## src/rtl/vga_pkg.sv

```systemverilog
// -----------------------------------------------------------------------------
// vga_pkg
// Definitions shared by the VGA mode controller and its key debouncer:
//   - mode_t       : pattern select understood by the pattern generator
//   - deb_state_t  : pushbutton debounce FSM states
//   - default timing constants (50 MHz system clock)
//   - next_mode()  : modulo-4 mode advance
// -----------------------------------------------------------------------------
package vga_pkg;

   typedef enum logic [1:0] {
      MODE_HBARS = 2'd0,
      MODE_VBARS = 2'd1,
      MODE_XOR   = 2'd2,
      MODE_XNOR  = 2'd3
   } mode_t;

   typedef enum logic [1:0] {
      DEB_RELEASED     = 2'd0,
      DEB_PRESS_WAIT   = 2'd1,
      DEB_PRESSED      = 2'd2,
      DEB_RELEASE_WAIT = 2'd3
   } deb_state_t;

   // 10 ms of stable level at 50 MHz
   localparam int DEFAULT_DEBOUNCE_CYCLES    = 500000;
   // two seconds per automatic step at 60 frames per second
   localparam int DEFAULT_AUTO_PERIOD_FRAMES = 120;

   // Four modes, so the 2-bit add wraps 3 -> 0 on its own.
   function automatic mode_t next_mode(input mode_t m);
      logic [1:0] nxt;
      nxt = m + 2'd1;
      return mode_t'(nxt);
   endfunction

endpackage

```

## src/rtl/vga_mode_ctrl_if.sv

```systemverilog
// -----------------------------------------------------------------------------
// vga_mode_ctrl_if
// Bundles the controller's user and video-timing signals.
//   key[1:0]      raw active-low pushbuttons (key[0]=next mode, key[1]=auto)
//   vsync         active-low vertical sync, one pulse per frame
//   mode          committed pattern select
//   auto_en       automatic mode cycling enabled
//   mode_changed  one-cycle pulse when mode takes a new value
// master: drives key/vsync and observes the outputs (board / bench side)
// slave : the controller itself
// -----------------------------------------------------------------------------
interface vga_mode_ctrl_if;
   import vga_pkg::*;

   logic [1:0] key;
   logic       vsync;
   mode_t      mode;
   logic       auto_en;
   logic       mode_changed;

   modport master (output key, vsync, input  mode, auto_en, mode_changed);
   modport slave  (input  key, vsync, output mode, auto_en, mode_changed);

endinterface

```

## src/rtl/key_debounce.sv

```systemverilog
// -----------------------------------------------------------------------------
// key_debounce
// Synchronizes one raw active-low pushbutton and debounces it, emitting a
// single-cycle press pulse once the key has been held stably low.
//   clk    system clock
//   rst_n  asynchronous active-low reset
//   key_n  raw pushbutton, active-low, asynchronous, bouncing
//   press  one-cycle pulse on an accepted press (nothing on release)
// -----------------------------------------------------------------------------
module key_debounce
   import vga_pkg::*;
#(
   parameter int DEBOUNCE_CYCLES = DEFAULT_DEBOUNCE_CYCLES
) (
   input  logic clk,
   input  logic rst_n,
   input  logic key_n,
   output logic press
);

   localparam int CW = $clog2(DEBOUNCE_CYCLES + 1);
   localparam logic [CW-1:0] CNT_LAST = CW'(DEBOUNCE_CYCLES - 1);

   logic            key_s1;
   logic            key_s2;
   deb_state_t      state;
   logic [CW-1:0]   cnt;

   // Flops reset to the idle (released) level so reset release never looks
   // like a key going down.
   always_ff @(posedge clk or negedge rst_n) begin
      if (!rst_n) begin
         key_s1 <= 1'b1;
         key_s2 <= 1'b1;
      end else begin
         key_s1 <= key_n;
         key_s2 <= key_s1;
      end
   end

   // The counter only runs in the two WAIT states and is compared against
   // DEBOUNCE_CYCLES-1, so it never exceeds its range.
   always_ff @(posedge clk or negedge rst_n) begin
      if (!rst_n) begin
         state <= DEB_RELEASED;
         cnt   <= '0;
         press <= 1'b0;
      end else begin
         press <= 1'b0;
         case (state)
            DEB_RELEASED: begin
               cnt <= '0;
               if (!key_s2) state <= DEB_PRESS_WAIT;
            end
            DEB_PRESS_WAIT: begin
               if (key_s2) begin
                  state <= DEB_RELEASED;
                  cnt   <= '0;
               end else if (cnt == CNT_LAST) begin
                  state <= DEB_PRESSED;
                  cnt   <= '0;
                  press <= 1'b1;
               end else begin
                  cnt <= cnt + 1'b1;
               end
            end
            DEB_PRESSED: begin
               cnt <= '0;
               if (key_s2) state <= DEB_RELEASE_WAIT;
            end
            DEB_RELEASE_WAIT: begin
               if (!key_s2) begin
                  state <= DEB_PRESSED;
                  cnt   <= '0;
               end else if (cnt == CNT_LAST) begin
                  state <= DEB_RELEASED;
                  cnt   <= '0;
               end else begin
                  cnt <= cnt + 1'b1;
               end
            end
            default: begin
               state <= DEB_RELEASED;
               cnt   <= '0;
            end
         endcase
      end
   end

endmodule

```

## src/rtl/vga_mode_ctrl.sv

```systemverilog
// -----------------------------------------------------------------------------
// vga_mode_ctrl
// Selects the test pattern shown by the VGA pattern generator. key[0] steps
// the pattern, key[1] toggles automatic stepping every AUTO_PERIOD_FRAMES
// frames. Changes collect in a pending register and are committed to mode
// only right after a frame boundary, so the picture never changes mid-frame.
//   clk    system clock
//   rst_n  asynchronous active-low reset
//   bus    vga_mode_ctrl_if.slave (key, vsync in; mode, auto_en,
//          mode_changed out)
// -----------------------------------------------------------------------------
module vga_mode_ctrl
   import vga_pkg::*;
#(
   parameter int DEBOUNCE_CYCLES    = DEFAULT_DEBOUNCE_CYCLES,
   parameter int AUTO_PERIOD_FRAMES = DEFAULT_AUTO_PERIOD_FRAMES
) (
   input  logic          clk,
   input  logic          rst_n,
   vga_mode_ctrl_if.slave bus
);

   localparam int FW = $clog2(AUTO_PERIOD_FRAMES + 1);
   localparam logic [FW-1:0] FRAME_LAST = FW'(AUTO_PERIOD_FRAMES - 1);

   logic [1:0]    press;
   logic          vsync_q;
   logic          frame_evt;
   logic          frame_evt_q;
   logic          auto_step;
   logic [FW-1:0] frame_cnt;
   mode_t         pending;
   mode_t         mode_r;
   logic          auto_en_r;
   logic          mode_changed_r;

   key_debounce #(.DEBOUNCE_CYCLES(DEBOUNCE_CYCLES)) u_key_next (
      .clk   (clk),
      .rst_n (rst_n),
      .key_n (bus.key[0]),
      .press (press[0])
   );

   key_debounce #(.DEBOUNCE_CYCLES(DEBOUNCE_CYCLES)) u_key_auto (
      .clk   (clk),
      .rst_n (rst_n),
      .key_n (bus.key[1]),
      .press (press[1])
   );

   assign frame_evt = vsync_q & ~bus.vsync;
   assign auto_step = auto_en_r & frame_evt & (frame_cnt == FRAME_LAST);

   always_ff @(posedge clk or negedge rst_n) begin
      if (!rst_n) begin
         vsync_q        <= 1'b1;
         frame_evt_q    <= 1'b0;
         frame_cnt      <= '0;
         pending        <= MODE_HBARS;
         auto_en_r      <= 1'b0;
         mode_r         <= MODE_HBARS;
         mode_changed_r <= 1'b0;
      end else begin
         vsync_q     <= bus.vsync;
         frame_evt_q <= frame_evt;

         // A manual press and an auto step landing together still move one step.
         if (press[0] | auto_step) pending <= next_mode(pending);
         if (press[1])             auto_en_r <= ~auto_en_r;

         // Any press or auto step restarts the period, so a manual step
         // always gets a full period before the next automatic one.
         if (press[0] | press[1] | auto_step)
            frame_cnt <= '0;
         else if (auto_en_r & frame_evt)
            frame_cnt <= frame_cnt + 1'b1;

         // Commit one cycle after the frame boundary so the auto step taken
         // on that boundary is included.
         mode_changed_r <= 1'b0;
         if (frame_evt_q) begin
            mode_r         <= pending;
            mode_changed_r <= (pending != mode_r);
         end
      end
   end

   assign bus.mode         = mode_r;
   assign bus.auto_en      = auto_en_r;
   assign bus.mode_changed = mode_changed_r;

endmodule

```

## src/flat_wrapper.sv

```systemverilog
// flat-port wrapper written by rule: the top's interface ports become plain ports
module vga_mode_ctrl_flat import vga_pkg::*;
#(
   parameter int DEBOUNCE_CYCLES    = DEFAULT_DEBOUNCE_CYCLES,
   parameter int AUTO_PERIOD_FRAMES = DEFAULT_AUTO_PERIOD_FRAMES
)
  (clk, rst_n, bus_key, bus_vsync, bus_mode, bus_auto_en, bus_mode_changed);
  vga_mode_ctrl_if bus_i ();
  input  logic clk;
  input  logic rst_n;
  input wire logic [$bits(bus_i.key)-1:0] bus_key;
  input wire logic [$bits(bus_i.vsync)-1:0] bus_vsync;
  output wire logic [$bits(bus_i.mode)-1:0] bus_mode;
  output wire logic [$bits(bus_i.auto_en)-1:0] bus_auto_en;
  output wire logic [$bits(bus_i.mode_changed)-1:0] bus_mode_changed;
  assign bus_i.key = bus_key;
  assign bus_i.vsync = bus_vsync;
  assign bus_mode = bus_i.mode;
  assign bus_auto_en = bus_i.auto_en;
  assign bus_mode_changed = bus_i.mode_changed;
  vga_mode_ctrl #(.DEBOUNCE_CYCLES(DEBOUNCE_CYCLES), .AUTO_PERIOD_FRAMES(AUTO_PERIOD_FRAMES)) u_core (.clk(clk), .rst_n(rst_n), .bus(bus_i));
endmodule
```

## config.mk

```make
export PLATFORM = sky130hd
export DESIGN_NAME = vga_mode_ctrl_flat
export DESIGN_NICKNAME = d
export VERILOG_FILES = /design/src/rtl/vga_pkg.sv /design/src/rtl/vga_mode_ctrl_if.sv /design/src/rtl/key_debounce.sv /design/src/rtl/vga_mode_ctrl.sv /design/src/flat_wrapper.sv
export SDC_FILE = /design/constraint.sdc
export NUM_CORES = 1
export LEC_CHECK = 0
export BUFFER_PORTS_ARGS = -buffer_cell sky130_fd_sc_hd__buf_4
export CAP_MARGIN = 20
export CELL_PAD_IN_SITES_DETAIL_PLACEMENT = 1
export CELL_PAD_IN_SITES_GLOBAL_PLACEMENT = 1
export CORE_ASPECT_RATIO = 1.5
export CORE_MARGIN = 4
export CORE_UTILIZATION = 49
export CTS_CLUSTER_DIAMETER = 50
export DETAILED_ROUTE_END_ITERATION = 8
export PLACE_DENSITY_LB_ADDON = 0.1
export SYNTH_ARGS = -nofsm -noshare
export SYNTH_HDL_FRONTEND = slang
export SYNTH_HIERARCHICAL = 1
export SYNTH_SLANG_ARGS = --single-unit
```

## constraint.sdc

```tcl
create_clock -name clk -period 2.75 [get_ports clk]
set_clock_uncertainty 0.1 [all_clocks]
set_input_delay 0.55 -clock clk [delete_from_list [all_inputs] [get_ports clk]]
set_output_delay 0.55 -clock clk [all_outputs]
set_load 0.05 [all_outputs]
```

# Word level (Yosys, flattened, before mapping)
# Cells that the tools add are included.
dict set report totals {
  ff_bits 63
  in_bits 5
  output_inout_bits 4
  word_cells 85
}
dict set report classes {
  n_addsub 4
  eq_ne 18
  n_mux 31
  n_bitwise 8
  n_reduce_logical 7
}
# cell n
set op_table {}
lappend op_table {{2-to-1 mux 19 bit} 6}
lappend op_table {{case mux 19 bit (3 select lines)} 2}
lappend op_table {{adder 19 x 1 -> 19 bit, second input constant} 2}
lappend op_table {{equality test 19 bit, second input constant} 2}
lappend op_table {{2-to-1 mux 2 bit} 12}
lappend op_table {{case mux 2 bit (4 select lines)} 2}
lappend op_table {{2-to-1 mux 7 bit} 2}
lappend op_table {{inequality test 3 bit, second input constant} 4}
lappend op_table {{equality test 2 bit, second input constant} 4}
lappend op_table {{inequality test 2 bit, second input constant} 4}
lappend op_table {{AND reduction 4 bit} 2}
lappend op_table {{adder 7 x 1 -> 7 bit, second input constant} 1}
lappend op_table {{equality test 7 bit, second input constant} 1}
lappend op_table {{2-to-1 mux 1 bit} 7}
lappend op_table {{equality test 2 x 1 -> 1 bit, second input constant} 2}
lappend op_table {{zero test 2 bit} 2}
lappend op_table {{OR reduction 2 bit} 2}
lappend op_table {{AND 1 bit} 3}
lappend op_table {{bitwise OR 1 bit} 3}
lappend op_table {{adder 2 x 1 -> 2 bit, second input constant} 1}
lappend op_table {{inequality test 2 bit} 1}
lappend op_table {{NOT 1 bit} 2}
lappend op_table {{nonzero test 2 bit} 1}

# Logic depth before layout (Yosys ltp)
dict set report logic_depth {
  depth_word 6
  depth_mapped 6
  ltp_nobuf 5
}

# Modules after synthesis
# Netlist, hierarchy kept.
# mod instances cells_each area_per_inst_um2 seq_area_each_um2
set by_module_without_submodules {}
lappend by_module_without_submodules {key_debounce 2 110 1143.6 603.1}
lappend by_module_without_submodules {vga_mode_ctrl 1 57 689.4 376.6}

# Least setup slack after synthesis
# OpenSTA, ideal clock, no wires.
dict set report synth_path {
  kind {flip-flop to flip-flop}
  startpoint {reg u_core.u_key_auto.cnt[0]}
  endpoint {reg u_core.u_key_auto.cnt[18]}
  setup_ns 0.080
  arrival_ns 1.844
  required_ns 2.570
  setup_slack_ns 0.725
  path_stages_with_launch 6
  n_path_buf 0
  period_less_slack_ns 2.025
  cell_sequence {dfrtp_1 -> ha_1 -> nand3_2 -> or4_4 -> or4_1 -> a21oi_1}
}
dict set report synth_between {
  elab_chain_cells 4
  elab_cells_between_ends 6
  classes_between {1 x add/sub; 1 x eq/ne; 4 x mux}
}
# element line
set synth_rtl {}
lappend synth_rtl {{start, declared} key_debounce.sv:27} ;# logic [CW-1:0] cnt;
lappend synth_rtl {{start signal, assigned} key_debounce.sv:64} ;# cnt <= cnt + 1'b1;
lappend synth_rtl {{start signal, assigned} key_debounce.sv:79} ;# cnt <= cnt + 1'b1;
lappend synth_rtl {{adder 19 x 1 -> 19 bit / equality test 19 bit (equally long branches)} n/a}
lappend synth_rtl {{2-to-1 mux 19 bit (*)} {key_debounce.sv:59, key_debounce.sv:75}}
lappend synth_rtl {{2-to-1 mux 19 bit (on tied branches)} {key_debounce.sv:72, key_debounce.sv:56}}
lappend synth_rtl {{case mux 19 bit (3 select lines) (*)} key_debounce.sv:50} ;# case (state)
# Every way passes the cells marked *; elsewhere a longest branch is shown, timed or not.
# A chain may end at the register's enable or synchronous reset.

# Worst setup path in the final report
# Ends and elaborated chain as after synthesis.

==> reports/qor_table.md <==
| Group | Metric | This run |
|---|---|---|
| place | Final HPWL DP | 4299 µm |
| cells and area | Synthesis-to-layout area growth | 10.93% |
| logic synthesis | Area of the mapped netlist | 2977 µm² |
| global route | Total global routing overflow | 0 |
| worst setup path | Endpoint type of the worst setup path | flop |
| worst setup path | Worst Setup Start Kind | flop |
| pwr | Maximum vdd ir drop | 0.3597 mV |
| routing | Initial DRC count | 58 |
| logic synthesis | Post-Syn Area per Cell | 10.75 µm² |
| cells and area | Count of filler cells inserted in the layout | 660 |
| logic synthesis | Predominant post-synthesis flop cell | dfrtp_1 |
| logic synthesis | Async set-or-reset flop fraction in the synthesized netlist | 100.0% |
| cts | Clock-pin slew reported for the worst setup and hold paths after clock tree synthesis | 0.07 ns |
| cts | Number of buffers on the longest clock path | 2 |
| routing | Detailed Route WL | 6197 µm |
| sta | Setup TNS | 0 ns |
| cells and area | Summed area of non-filler cells in the final layout | 3302 µm² |
| logic synthesis | Area share of the leading cell type in the synthesized netlist | 48.76% |
| worst setup path | Critical Path AT | 2.34 ns |
| logic synthesis | Synth area leaders | dfrtp_1 49%, xnor2_1 6.5%, nor2_1 4.5% |
| logic synthesis | Warnings, synthesis | 6 |
| die | Site row count | 34 |
| cells and area | Most frequent cells in the layout | 58 x dfrtp_1, 36 x nor2_1, 22 x xnor2_1 |
| sta | Final period util | 78.93% |
| sta | Setup repair after global routing missed its margin | false |
| cts | Number of buffers added to fix hold violations after cts | 0 |
| die | Die height | 103.5 µm |
| cts | Gates resized, CTS repair | 0 |
| sta | Fin Hold WS | 0.1844 ns |
| worst setup path | Kind of critical path | reg -> reg |
| cells and area | Ant. Diodes | 0 |
| global route | Maximum number of pins on one net before global-route repair | 64 |
| place | Port Buffers | 8 |
| cts | Number of setup buffers added after CTS | 0 |
| logic synthesis | Synthesized instance count | 277 |
| logic synthesis | Cell accounting for the most synthesized area | dfrtp_1 |
| worst setup path | Cells traversed along the worst timing path | ha_1 -> nand3_2 -> or4_4 -> or4_1 -> a21oi_1 |
| sta | Number of setup violations in the final report | 0 |
| worst setup path | Slowest stage cell, crit path | or4_4 |
| die | Full die area | 7412 µm² |
| cts | CTS tree | yes |
| flow run | Max-cap viol count | 0 |
| sta | Maximum clock rate | 460.7 MHz |
| logic synthesis | Post-synthesis sequential area ratio | 53.17% |
| global route | Global-route wire length before repair | 10,890 µm |
| worst setup path | Peak per-stage delay on the critical path | 0.60 ns |
| routing | Via count | 2,118 |
| cells and area | Net total in the final layout | 305 |
| worst setup path | Worst reg2reg path depth | 5 |
| die | Starting density of the core | 50.70% |
| place | Worst setup timing slack at the placement stage | 0.5961 ns |
| worst setup path | Flop-to-flop setup slack | 0.58 ns |
| routing | Remaining number of nets flagged by the antenna check after routing | 0 |
| routing | Number of search-and-repair iterations in the first detailed-routing pass | 4 |
| worst setup path | Data required time at the worst endpoint | 2.91 ns |
| cts | Clock root buffer | clkbuf_8 |
| sta | Final hold violations | 0 |
| die | Die extent in x | 71.64 µm |
| place | Post-Place Cell Area | 3139 µm² |
| cts | Cts bufs inserted | 9 |
| sta | Worst-case setup margin in the final layout | 0.5795 ns |
| cts | Clock latency on the worst-skew pair | 0.35 ns |
| cells and area | Non-filler instance count after layout | 374 |
| sta | Final critical path time including I/O delays and setup | 2.171 ns |
| sta | Slew of the pin with the lowest slew margin | 0.7705 ns |
| global route | Antenna violations before repair | 0 |
| cells and area | Leading cell type in the layout, fill and taps excluded | dfrtp_1 |
| worst hold path | Hold/Removal Path Class | in -> async |
| logic synthesis | Post-synthesis cell type count | 39 |
| outcome | Outcome | complete, no violations |
| logic synthesis | Total nets after synthesis | 285 |
| cells and area | Share of post-route cells with drive strength above 1 | 16.56% |
| cts | Number of clock sinks | 63 |
| routing | Wire per inst | 16.57 µm |
| place | Number of cells after detailed placement | 358 |
| sta | Total count of max-transition violations in the final report | 0 |
| pwr | P_leak | 0.001320 µW |
| global route | Via count of the first global-routing pass | 2,296 |
| routing | Detailed-route vias per instance | 5.663 |
| place | Routability cong. | 0.7675 |
| routing | DRC errors left | 0 |
| logic synthesis | EDFF count, synth | 0 |
| cts | H-tree levels | 3 |
| die | IO Pins | 9 |
| pwr | Power density over the cells | 510.2 nW/µm² |
| global route | All-layer global routing usage | 19.27% |
| logic synthesis | Count of state elements after synthesis | 63 |
| die | Standard cell core area | 5871 µm² |
| worst setup path | Crit path max fanout | 6 |
| sta | Relative max-transition margin | 48.63% |
-- final timing paths --
check / start / endpoint
max: u_core/u_key_auto/cnt[0]$_DFF_PN0_ / u_core/u_key_auto/cnt[18]$_DFF_PN0_
min: rst_n / u_core/pending[1]$_DFFE_PN0P_
max reg2reg: u_core/u_key_auto/cnt[0]$_DFF_PN0_ / u_core/u_key_auto/cnt[18]$_DFF_PN0_
min reg2reg: u_core/u_key_next/key_s1$_DFF_PN1_ / u_core/u_key_next/key_s2$_DFF_PN1_
max in group asynchronous: rst_n / u_core/u_key_auto/cnt[10]$_DFF_PN0_
min in group clk: bus_key[1] / u_core/u_key_auto/key_s1$_DFF_PN1_
-- synthesized netlist by cell type, drive strengths merged (3+ instances only) --
| cell type | count |
|---|---|
| dfstp | 5 |
| nor2 | 36 |
| a21oi | 16 |
| ha | 3 |
| nand4b | 3 |
| or3 | 11 |
| o31ai | 4 |
| nor4bb | 4 |
| xor2 | 8 |
| nand4 | 6 |
| mux2i | 3 |
| nand3 | 18 |
| nor3 | 11 |
| dfrtp | 58 |
| nand2 | 15 |
| or4 | 7 |
| nand3b | 3 |
| inv | 13 |
| xnor2 | 22 |
| nor2b | 3 |
| o21ai | 11 |
-- critical path, delay by kind of cell (launching register included) --
family          cells  cell delay, ns
flops               1            0.39
compound gates      1            0.16
fa+ha+maj           1            0.23
simple gates        3            1.22
-- stage by stage --
stage | total power [µW] | utilization, %
after global routing | 1751 | 56.24
after global placement | 1008 | 53.47
after detailed placement | 1010 | 53.47
final | 1685 | 56.24
after CTS | 1714 | 56.24
after floorplan | 978.1 | -
-- cell type report --
class | instances | area [µm²] | share of cell area (%)
Clock buffer | 14 | 152.6 | 4.623
Clock inverter | 2 | 10.01 | 0.3031
Inverter | 13 | 48.80 | 1.478
Multi-Input combinational cell | 199 | 1335 | 40.43
Sequential cell | 63 | 1583 | 47.93
Tap cell | 72 | 90.09 | 2.728
Timing Repair Buffer | 11 | 82.58 | 2.501
-- per-layer routing --
metal / vias to the layer above / GRT usage [%] / routed length [µm]
li1: 1018 / - / -
met2: 17 / 35.20 / 3484
met1: 1076 / 21.04 / 2461
met5: - / 0 / 0
met3: 7 / 3.772 / 148
met4: 0 / 9.841 / 104
-- registers in the layout, summed over array words and instances (netlist names), 2 cells and up, named ones only --
signal / count
u_core/u_key_auto/cnt: 19
u_core/pending: 2
u_core/u_key_next/cnt: 19
u_core/frame_cnt: 7
u_core/bus.mode: 2
-- report_power, final --
group          internal (µW)  switching, µW
Combinational           13.5           31.7
Clock                    350            344
Sequential               939           7.27
Total                   1300            383
-- cells by family (layout without fill, tap and decap cells) --
kind of cell	after synthesis	count (layout)	synth area share [%]
multiplexers	5	5	1.765
buffers and inverters	15	40	1.976
flip-flops	63	63	53.17
AND/OR/NAND/NOR	125	125	25.14
adder cells (fa/ha/maj)	3	3	1.261
XOR/XNOR	30	30	8.827
AO/OA/AOI/OAI	36	36	7.860
Note: power is estimated with default switching activity, not from simulation.
